[src/rtl/hazard_unit_if.sv]
`default_nettype none
// +--------------------------------------------------------------------------+
// | Module : hazard_unit_if                                                  |
// | Brief  : ID-stage request and stall-status bundle for hazard_unit        |
// | Rev    : 1.0  initial release                                            |
// +--------------------------------------------------------------------------+
interface hazard_unit_if #(
    parameter int REG_ADDR_LEN = 5,
    parameter int STALL_CNT_W  = 16
);
    logic                    id_valid;
    logic [REG_ADDR_LEN-1:0] id_src1;
    logic [REG_ADDR_LEN-1:0] id_src2;
    logic                    id_two_src;
    logic [REG_ADDR_LEN-1:0] id_dest;
    logic                    id_wb_en;
    logic                    id_mem_r_en;
    logic                    id_is_mult;
    logic                    fwd_en;
    logic                    hazard_detected;
    logic                    pc_freeze;
    logic                    mult_busy;
    logic [STALL_CNT_W-1:0]  stall_count;

    modport master (
        output id_valid, id_src1, id_src2, id_two_src, id_dest,
               id_wb_en, id_mem_r_en, id_is_mult, fwd_en,
        input  hazard_detected, pc_freeze, mult_busy, stall_count
    );

    modport slave (
        input  id_valid, id_src1, id_src2, id_two_src, id_dest,
               id_wb_en, id_mem_r_en, id_is_mult, fwd_en,
        output hazard_detected, pc_freeze, mult_busy, stall_count
    );
endinterface
`default_nettype wire

[src/rtl/hazard_unit.sv]
`default_nettype none
// +--------------------------------------------------------------------------+
// | Module : hazard_unit                                                     |
// | Brief  : RAW / MULT-structural stall detection with EXE/MEM shadow slots |
// | Rev    : 1.0  initial release                                            |
// +--------------------------------------------------------------------------+
module hazard_unit #(
    parameter int REG_ADDR_LEN = 5,
    parameter int MULT_LAT     = 4,
    parameter int STALL_CNT_W  = 16
) (
    input  wire logic clk,
    input  wire logic rst,
    hazard_unit_if.slave bus
);
    localparam int c_CNT_W = (MULT_LAT > 1) ? $clog2(MULT_LAT) : 1;
    localparam logic [c_CNT_W-1:0] c_MULT_LOAD = c_CNT_W'(MULT_LAT - 1);

    logic                    r_exe_v, r_exe_wb, r_exe_ld;
    logic [REG_ADDR_LEN-1:0] r_exe_dest;
    logic                    r_mem_v, r_mem_wb, r_mem_ld;
    logic [REG_ADDR_LEN-1:0] r_mem_dest;
    logic [c_CNT_W-1:0]      r_mult_cnt;
    logic [STALL_CNT_W-1:0]  r_stall_count;

    logic w_match_exe, w_match_mem, w_raw, w_mult_busy, w_hazard, w_issue;

    always_comb begin
        w_match_exe = r_exe_v && r_exe_wb && (r_exe_dest != '0) &&
                      ((r_exe_dest == bus.id_src1) ||
                       (bus.id_two_src && (r_exe_dest == bus.id_src2)));
        w_match_mem = r_mem_v && r_mem_wb && (r_mem_dest != '0) &&
                      ((r_mem_dest == bus.id_src1) ||
                       (bus.id_two_src && (r_mem_dest == bus.id_src2)));
        // With forwarding only a load still in EXE cannot supply its result in time
        w_raw       = bus.fwd_en ? (w_match_exe && r_exe_ld) : (w_match_exe || w_match_mem);
        w_mult_busy = (r_mult_cnt != '0);
        w_hazard    = bus.id_valid && (w_raw || w_mult_busy);
        w_issue     = bus.id_valid && !w_hazard;
    end

    always_ff @(posedge clk) begin
        if (rst) begin
            r_exe_v       <= 1'b0;
            r_exe_wb      <= 1'b0;
            r_exe_ld      <= 1'b0;
            r_exe_dest    <= '0;
            r_mem_v       <= 1'b0;
            r_mem_wb      <= 1'b0;
            r_mem_ld      <= 1'b0;
            r_mem_dest    <= '0;
            r_mult_cnt    <= '0;
            r_stall_count <= '0;
        end else begin
            r_mem_v    <= r_exe_v;
            r_mem_wb   <= r_exe_wb;
            r_mem_ld   <= r_exe_ld;
            r_mem_dest <= r_exe_dest;
            if (w_issue) begin
                r_exe_v    <= 1'b1;
                r_exe_wb   <= bus.id_wb_en;
                r_exe_ld   <= bus.id_mem_r_en;
                r_exe_dest <= bus.id_dest;
            end else begin
                r_exe_v    <= 1'b0;
                r_exe_wb   <= 1'b0;
                r_exe_ld   <= 1'b0;
                r_exe_dest <= '0;
            end
            if (w_issue && bus.id_is_mult) begin
                r_mult_cnt <= c_MULT_LOAD;
            end else if (w_mult_busy) begin
                r_mult_cnt <= r_mult_cnt - 1'b1;
            end
            if (w_hazard && !(&r_stall_count)) begin
                r_stall_count <= r_stall_count + 1'b1;
            end
        end
    end

    assign bus.hazard_detected = w_hazard;
    assign bus.pc_freeze       = w_hazard;
    assign bus.mult_busy       = w_mult_busy;
    assign bus.stall_count     = r_stall_count;
endmodule
`default_nettype wire

[src/flat_wrapper.sv]
// flat-port wrapper written by rule: the top's interface ports become plain ports
module hazard_unit_flat 
#(
    parameter int REG_ADDR_LEN = 5,
    parameter int MULT_LAT     = 4,
    parameter int STALL_CNT_W  = 16
)
  (clk, rst, bus_id_valid, bus_id_src1, bus_id_src2, bus_id_two_src, bus_id_dest, bus_id_wb_en, bus_id_mem_r_en, bus_id_is_mult, bus_fwd_en, bus_hazard_detected, bus_pc_freeze, bus_mult_busy, bus_stall_count);
  hazard_unit_if #(.REG_ADDR_LEN(REG_ADDR_LEN), .STALL_CNT_W(STALL_CNT_W)) bus_i ();
  input  wire logic clk;
  input  wire logic rst;
  input wire logic [$bits(bus_i.id_valid)-1:0] bus_id_valid;
  input wire logic [$bits(bus_i.id_src1)-1:0] bus_id_src1;
  input wire logic [$bits(bus_i.id_src2)-1:0] bus_id_src2;
  input wire logic [$bits(bus_i.id_two_src)-1:0] bus_id_two_src;
  input wire logic [$bits(bus_i.id_dest)-1:0] bus_id_dest;
  input wire logic [$bits(bus_i.id_wb_en)-1:0] bus_id_wb_en;
  input wire logic [$bits(bus_i.id_mem_r_en)-1:0] bus_id_mem_r_en;
  input wire logic [$bits(bus_i.id_is_mult)-1:0] bus_id_is_mult;
  input wire logic [$bits(bus_i.fwd_en)-1:0] bus_fwd_en;
  output wire logic [$bits(bus_i.hazard_detected)-1:0] bus_hazard_detected;
  output wire logic [$bits(bus_i.pc_freeze)-1:0] bus_pc_freeze;
  output wire logic [$bits(bus_i.mult_busy)-1:0] bus_mult_busy;
  output wire logic [$bits(bus_i.stall_count)-1:0] bus_stall_count;
  assign bus_i.id_valid = bus_id_valid;
  assign bus_i.id_src1 = bus_id_src1;
  assign bus_i.id_src2 = bus_id_src2;
  assign bus_i.id_two_src = bus_id_two_src;
  assign bus_i.id_dest = bus_id_dest;
  assign bus_i.id_wb_en = bus_id_wb_en;
  assign bus_i.id_mem_r_en = bus_id_mem_r_en;
  assign bus_i.id_is_mult = bus_id_is_mult;
  assign bus_i.fwd_en = bus_fwd_en;
  assign bus_hazard_detected = bus_i.hazard_detected;
  assign bus_pc_freeze = bus_i.pc_freeze;
  assign bus_mult_busy = bus_i.mult_busy;
  assign bus_stall_count = bus_i.stall_count;
  hazard_unit #(.REG_ADDR_LEN(REG_ADDR_LEN), .MULT_LAT(MULT_LAT), .STALL_CNT_W(STALL_CNT_W)) u_core (.clk(clk), .rst(rst), .bus(bus_i));
endmodule
[config.mk]
export PLATFORM = sky130hd
export DESIGN_NAME = hazard_unit_flat
export DESIGN_NICKNAME = d
export VERILOG_FILES = /design/src/rtl/hazard_unit_if.sv /design/src/rtl/hazard_unit.sv /design/src/flat_wrapper.sv
export SDC_FILE = /design/constraint.sdc
export NUM_CORES = 1
export LEC_CHECK = 0
export BUFFER_PORTS_ARGS = -buffer_cell sky130_fd_sc_hd__clkbuf_2
export CAP_MARGIN = 0
export CORE_MARGIN = 10
export CORE_UTILIZATION = 30
export CTS_BUF_LIST = sky130_fd_sc_hd__clkbuf_16
export CTS_CLUSTER_SIZE = 40
export DETAILED_ROUTE_END_ITERATION = 10
export SLEW_MARGIN = 40
export SYNTH_ARGS = -nofsm -noshare
export SYNTH_HDL_FRONTEND = slang
export SYNTH_SLANG_ARGS = --single-unit
[constraint.sdc]
create_clock -name clk -period 4.1 [get_ports clk]
set_clock_uncertainty 0.05 [all_clocks]
set_input_delay 0.82 -clock clk [delete_from_list [all_inputs] [get_ports clk]]
set_output_delay 0.82 -clock clk [all_outputs]
set_load 0.02 [all_outputs]
==> impl_metrics.env, run 1 <==
export IMPL_synth_cell_types=41
export IMPL_avgSynthCellArea_um2=9.52
export IMPL_final_cell_mix="clkbuf_2, dfxtp_1, nor2b_1, nor2_1, xnor2_1"
export IMPL_fp_dieH_um=94.7
export IMPL_fin_crit_sh_pct=79.2
export IMPL_fillers=580
export IMPL_cts_max_level=2
export IMPL_grt_pass1_wl_um=6250
export IMPL_globalRouteTotalUtil_pct=8.94
export IMPL_layout_commonest_cell="clkbuf_2"
export IMPL_antenna_found_initial=0
export IMPL_die_area_um2=8970
export IMPL_clk_latency_ps=280
export IMPL_place_hpwl_um=3010
export IMPL_fin_nets=243
export IMPL_setup_tns_ps=0
export IMPL_cp_max_fo=6
export IMPL_timing_fmax_mhz=308
export IMPL_die_w_um=94.7
export IMPL_synth_edff_count=0
export IMPL_rows=27
export IMPL_min_from="u_core.r_exe_v"
export IMPL_worstRegToRegCells=7
export IMPL_wl_per_cell_um=13.3
export IMPL_yosysSeqAreaShare_pct=39.4
export IMPL_core_um2=5470
export IMPL_utilization_pct=38.5
export IMPL_grt_pass1_vias=1324
export IMPL_ys_ff_latch=33
export IMPL_cts_hold_buffers=0
export IMPL_worst_slack_ps=854
export IMPL_async_flop_share_pct=0
export IMPL_r2r_start="u_core.r_exe_dest[3]"
export IMPL_hold_end="u_core.r_mem_v"
export IMPL_r2r_end="u_core.bus.stall_count[12]"
export IMPL_ys_flop_type="dfxtp_1"
export IMPL_start_kind="input pin"
export IMPL_reg2reg_slack_ps=1650
export IMPL_drive_above_1_share_pct=30.1
export IMPL_io_pins=42
export IMPL_p_leak_nw=0.917
export IMPL_relSlewSlack_pct=54.0
export IMPL_gp_congestion=0.767
export IMPL_initial_utilization_pct=30.6
export IMPL_drtPass1Iterations=5
export IMPL_synth_nets=201
export IMPL_crit_type="input pin to output port"
export IMPL_area_growth_pct=25.8
export IMPL_drcViolationCount=0
export IMPL_post_cts_resized=0
export IMPL_vdd_drop_max_mv=0.204
export IMPL_cts_buffer_depth=2
export IMPL_ys_warn_count=0
export IMPL_gr_total_overflow=0
export IMPL_via_per_inst=4.64
export IMPL_antenna_cells=0
export IMPL_antenna_left=0
export IMPL_postCtsSetupRepairBufs=0
export IMPL_timing_final_crit_period_ps=3250
export IMPL_drtIter0Drc=74
export IMPL_io_buffers=41
export IMPL_syn_area_um2=1680
export IMPL_routed_wl_um=3880
export IMPL_final_hold_viol_count=0
export IMPL_whs_ps=405
export IMPL_cts_root_buf="clkbuf_16"
export IMPL_worstPathArrival_ps=2380
export IMPL_preCtsSetupSlack_ps=857
export IMPL_rsz0062_at_grt="false"
export IMPL_status="finished clean"
export IMPL_drv_slew=0
export IMPL_maxCapViolations=0
export IMPL_critPathRequiredTime_ps=3230
export IMPL_setup_viol=0
export IMPL_num_vias=1349
export IMPL_worstMarginPinSlew_ps=689
export IMPL_grt_max_degree=36
export IMPL_powerDensity_nw_per_um2=492
export IMPL_min_path_cells=1
export IMPL_min_delay_path_class="flop to flop"
export IMPL_cts_buffers=5
export IMPL_cts_tree="built"
export IMPL_cts_sinks=33
export IMPL_netlist_instances=176
export IMPL_clk_pin_slew_ps=60
export IMPL_end_kind="output port"
state kept, by name (all words and copies together), names as in the netlist:
name / cells
u_core.r_mem_wb: 1
u_core.r_exe_wb: 1
u_core.r_exe_dest: 5
u_core.r_exe_v: 1
u_core.r_mem_v: 1
u_core.r_mem_dest: 5
u_core.r_mult_cnt: 2
u_core.r_exe_ld: 1
u_core.bus.stall_count: 16
final cells by class:
cell class	instances	area (um2)	share of cell area, %
sequential	33	661	31.4
clock buffer	5	125	5.94
inverter	4	15.0	0.713
multi-input combinational	133	965	45.8
clock inverter	3	46.3	2.20
tap	72	90.1	4.28
timing repair buffer	41	205	9.74
how the worst max path moves through the flow:
| stage | start | endpoint | slack [ps] | cells after the start |
|---|---|---|---|---|
| after floorplan | bus_id_src2[3] | bus_pc_freeze | 960 | 7 |
| after global routing | bus_id_src2[3] | bus_hazard_detected | 700 | 8 |
| after global placement | bus_id_src2[3] | bus_pc_freeze | 880 | 8 |
| after detailed placement | bus_id_src2[0] | bus_hazard_detected | 860 | 8 |
| final | bus_id_src2[3] | bus_hazard_detected | 850 | 8 |
| after CTS | bus_id_src2[3] | bus_hazard_detected | 850 | 8 |
where the power goes:
part | internal [mW] | switching [mW] | total, mW
combinational | 0.0941 | 0.143 | 0.237
clock | 0.287 | 0.137 | 0.424
sequential | 0.351 | 0.0247 | 0.376
total | 0.732 | 0.304 | 1.04
metal layers:
metal	vias up	track usage [%]	part of all wire, %
met3	4	3.73	6.6
met5	-	0	0
met1	633	10.2	44
li1	686	-	-
met4	0	4.86	1.7
met2	26	14.0	48
synth_stat cells (2+ instances only):
cell       n  area [um2]
nor2b_1   17         106
dfxtp_1   33         661
nor2_1    16        60.1
mux2_1     2        22.5
a21oi_1    4        20.0
inv_1      4        15.0
a21oi_4    2        32.5
mux2_2     4        45.0
mux2_4     2        30.0
clkbuf_1   2        7.51
nand4_1    7        43.8
nand2_1    8        30.0
and2_1     9        56.3
and3_1     8        50.1
a21bo_2    2        20.0
xnor2_1   16         140
ha_1       2        25.0
nand3b_1   2        15.0
nor3_1     2        10.0
xor2_1     9        78.8
nand3_1    5        25.0
stage by stage:
step | std cells | instance area (um2) | power, mW
after floorplan | 176 | 1680 | 0.569
after CTS | 291 | 2110 | 1.05
after global routing | 291 | 2110 | 1.10
final | 291 | 2110 | 1.04
after global placement | 283 | 1940 | 0.619
after detailed placement | 283 | 1940 | 0.624
logic make-up (layout without fill, tap and decap cells):
logic type,Yosys count,in the layout,synth area share [%]
DFF,33,33,39.4
AOI/OAI and AO/OA,18,18,10.4
muxes,9,9,6.42
xor gates and xnor gates,25,25,13.1
buffers and inverters,10,53,2.99
adders and majority gates,2,2,1.49
and+or+nand+nor,79,79,26.2
worst max-delay path, stage by stage:
cell	delay [ps]
clkbuf_2	100
xor2_1	140
nor4_1	300
nand3_1	120
a221o_2	450
nand2_1	120
and2_1	150
clkbuf_2	170
(Power assumes the default switching activity.)
==> run 2: changes to the inputs <==
- ABC_AREA: not set -> 1
- clock period: 4.1 -> 3.37 ns (I/O delays scaled with it)
==> run 2 against run 1 <==
Net effect:
- cell count rose by 39%
- power is 21% higher
- final area grew 13%
- utilization decreased by 1.2 points
==> impl_metrics.env, run 2 <==
export IMPL_status="finished clean"
export IMPL_fin_nets=352
export IMPL_cellInternalPower_mw=0.816
export IMPL_min_from="u_core.r_exe_wb"
export IMPL_antenna_cells=0
export IMPL_switching_share_pct=35.1
export IMPL_gr_total_overflow=0
export IMPL_comb_power_share_pct=29.0
export IMPL_clk_pin_slew_ps=50
export IMPL_powerDensity_nw_per_um2=528
export IMPL_avgSynthCellArea_um2=6.96
export IMPL_synth_cell_types=29
export IMPL_netlist_instances=286
export IMPL_fp_dieH_um=101
export IMPL_min_path_cells=2
export IMPL_critPathRequiredTime_ps=2650
export IMPL_min_delay_path_class="flop to flop"
export IMPL_place_area_um2=2240
export IMPL_via_per_inst=4.52
export IMPL_worstMarginPinSlew_ps=571
export IMPL_maxCapViolations=0
export IMPL_rsz0062_at_grt="false"
export IMPL_final_hold_viol_count=0
export IMPL_drv_slew=0
export IMPL_cts_hold_buffers=0
export IMPL_yosys_area_top_type_share_pct=33.2
export IMPL_p_clk_share_pct=34.6
export IMPL_multi_input_area_um2=1100
export IMPL_clk_latency_ps=280
export IMPL_grt_pass1_wl_um=8440
export IMPL_worstRegToRegCells=8
export IMPL_synth_top_area_cell="dfxtp_1"
export IMPL_wl_per_cell_um=12.0
export IMPL_die_area_um2=10300
export IMPL_place_hpwl_um=3770
export IMPL_final_cell_count_no_fill=405
export IMPL_crit_type="input pin to output port"
export IMPL_fillers=730
export IMPL_critPathLaunch="bus_id_src1[3]"
export IMPL_largest_register_ffs=16
export IMPL_gp_congestion=0.881
export IMPL_synth_edff_count=0
export IMPL_grt_pass1_vias=1802
export IMPL_fin_crit_sh_pct=75.5
export IMPL_drtPass1Iterations=4
export IMPL_core_um2=6390
export IMPL_layout_commonest_cell="nand2_1"
export IMPL_globalRouteTotalUtil_pct=10.0
export IMPL_end_kind="output port"
export IMPL_regArea_um2=661
export IMPL_final_cell_mix="nand2_1, nor2_1, inv_1, clkbuf_2, dfxtp_1"
export IMPL_area_growth_pct=19.8
export IMPL_drcViolationCount=0
export IMPL_post_cts_resized=0
export IMPL_timing_final_crit_period_ps=2540
export IMPL_die_w_um=101
export IMPL_antenna_found_initial=0
export IMPL_vdd_drop_max_mv=0.266
export IMPL_p_switching_mw=0.442
export IMPL_whs_ps=378
export IMPL_timing_fmax_mhz=393
export IMPL_ys_warn_count=0
export IMPL_ys_top_cells_by_area="dfxtp_1, nand2_1, nor2_1, inv_1, nand4_1"
export IMPL_yosysSeqAreaShare_pct=33.2
export IMPL_cts_max_level=2
export IMPL_relSlewSlack_pct=61.9
export IMPL_synth_common_cells="nand2_1, nor2_1, inv_1"
export IMPL_io_pins=42
export IMPL_routed_wl_um=4840
export IMPL_rows=29
export IMPL_cts_tree="built"
export IMPL_grt_max_degree=23
export IMPL_setup_viol=0
export IMPL_worstPathArrival_ps=1820
export IMPL_ys_ff_latch=33
export IMPL_cts_root_buf="clkbuf_16"
export IMPL_cts_buffer_depth=2
export IMPL_drtIter0Drc=47
export IMPL_r2r_start="u_core.bus.stall_count[1]"
export IMPL_postCtsSetupRepairBufs=0
export IMPL_fin_area_um2=2380
export IMPL_initial_utilization_pct=31.2
export IMPL_async_flop_share_pct=0
export IMPL_setup_tns_ps=0
export IMPL_drive_above_1_share_pct=24.1
export IMPL_syn_area_um2=1990
export IMPL_start_kind="input pin"
export IMPL_io_buffers=41
export IMPL_antenna_left=0
export IMPL_utilization_pct=37.3
export IMPL_p_leak_nw=1.12
export IMPL_pwr_share_seq_pct=36.4
export IMPL_dpl_cell_count=397
export IMPL_cp_max_fo=17
export IMPL_cts_buffers=5
export IMPL_yosysMostFrequentCell="nand2_1"
export IMPL_ys_flop_type="dfxtp_1"
export IMPL_num_vias=1831
export IMPL_synth_nets=311
export IMPL_cts_sinks=33
==> run 2: cell count changes in the layout (fill, tap and decap cells not counted), sizes merged, moves of 9 or more <==
cell	delta
inv	+42
nand4	+10
nand3	+10
and2	-9
nor2b	-17
nor2	+30
nand2	+63
a21oi	+10
==> run 2: final timing paths <==
check,endpoint,slack (ps)
max,bus_hazard_detected,830
max reg2reg,u_core.bus.stall_count[1],1510
min,u_core.r_mem_wb,380
min reg2reg,u_core.r_mem_wb,380
==> run 2: routing by layer <==
metal	share of wire (%)	vias up	GRT usage, %
met3	7.0	6	3.68
met4	1.3	0	3.22
met1	47	818	12.9
met2	45	39	15.1
met5	0	-	0
li1	-	968	-
==> run 2: final cells by class <==
| cell class | instances | area share [%] |
|---|---|---|
| timing repair buffer | 42 | 8.92 |
| clock inverter | 3 | 0.735 |
| multi-input combinational | 199 | 46.1 |
| sequential | 33 | 27.7 |
| inverter | 46 | 7.24 |
| tap | 77 | 4.04 |
| clock buffer | 5 | 5.25 |
==> run 2: critical path, cell delays in order <==
cell and delay [ps]:
clkbuf_2 110, inv_1 40, nand2_1 50, nand2_1 60
nor2_1 110, nand3_1 100, nand2_1 100, nand2_2 70
nand2_4 190, nand2_1 70, inv_1 80, clkbuf_2 170
==> run 2: cell families after synthesis <==
| family | share of synthesized area, % |
|---|---|
| DFF | 33.2 |
| adders and majority gates | 1.26 |
| AOI/OAI and AO/OA | 7.48 |
| buffers and inverters | 11.6 |
| xor gates and xnor gates | 8.81 |
| and+or+nand+nor | 37.7 |
==> run 2: power groups by stage <==
stage                     logic (mW)  clock network (mW)  registers (mW)
after floorplan                0.301                   0           0.469
after global placement         0.367                   0           0.465
after detailed placement       0.371                   0           0.466
after CTS                      0.373               0.450           0.458
after global routing           0.417               0.470           0.464
final                          0.365               0.435           0.457
==> run 2: per-stage QoR <==
stage          worst slack [ps]  power, mW
3_3_place_gp                832      0.832
2_1_floorplan               897      0.769
4_1_cts                     802       1.28
3_5_place_dp                823      0.837
5_1_grt                     665       1.35
6_report                    826       1.26
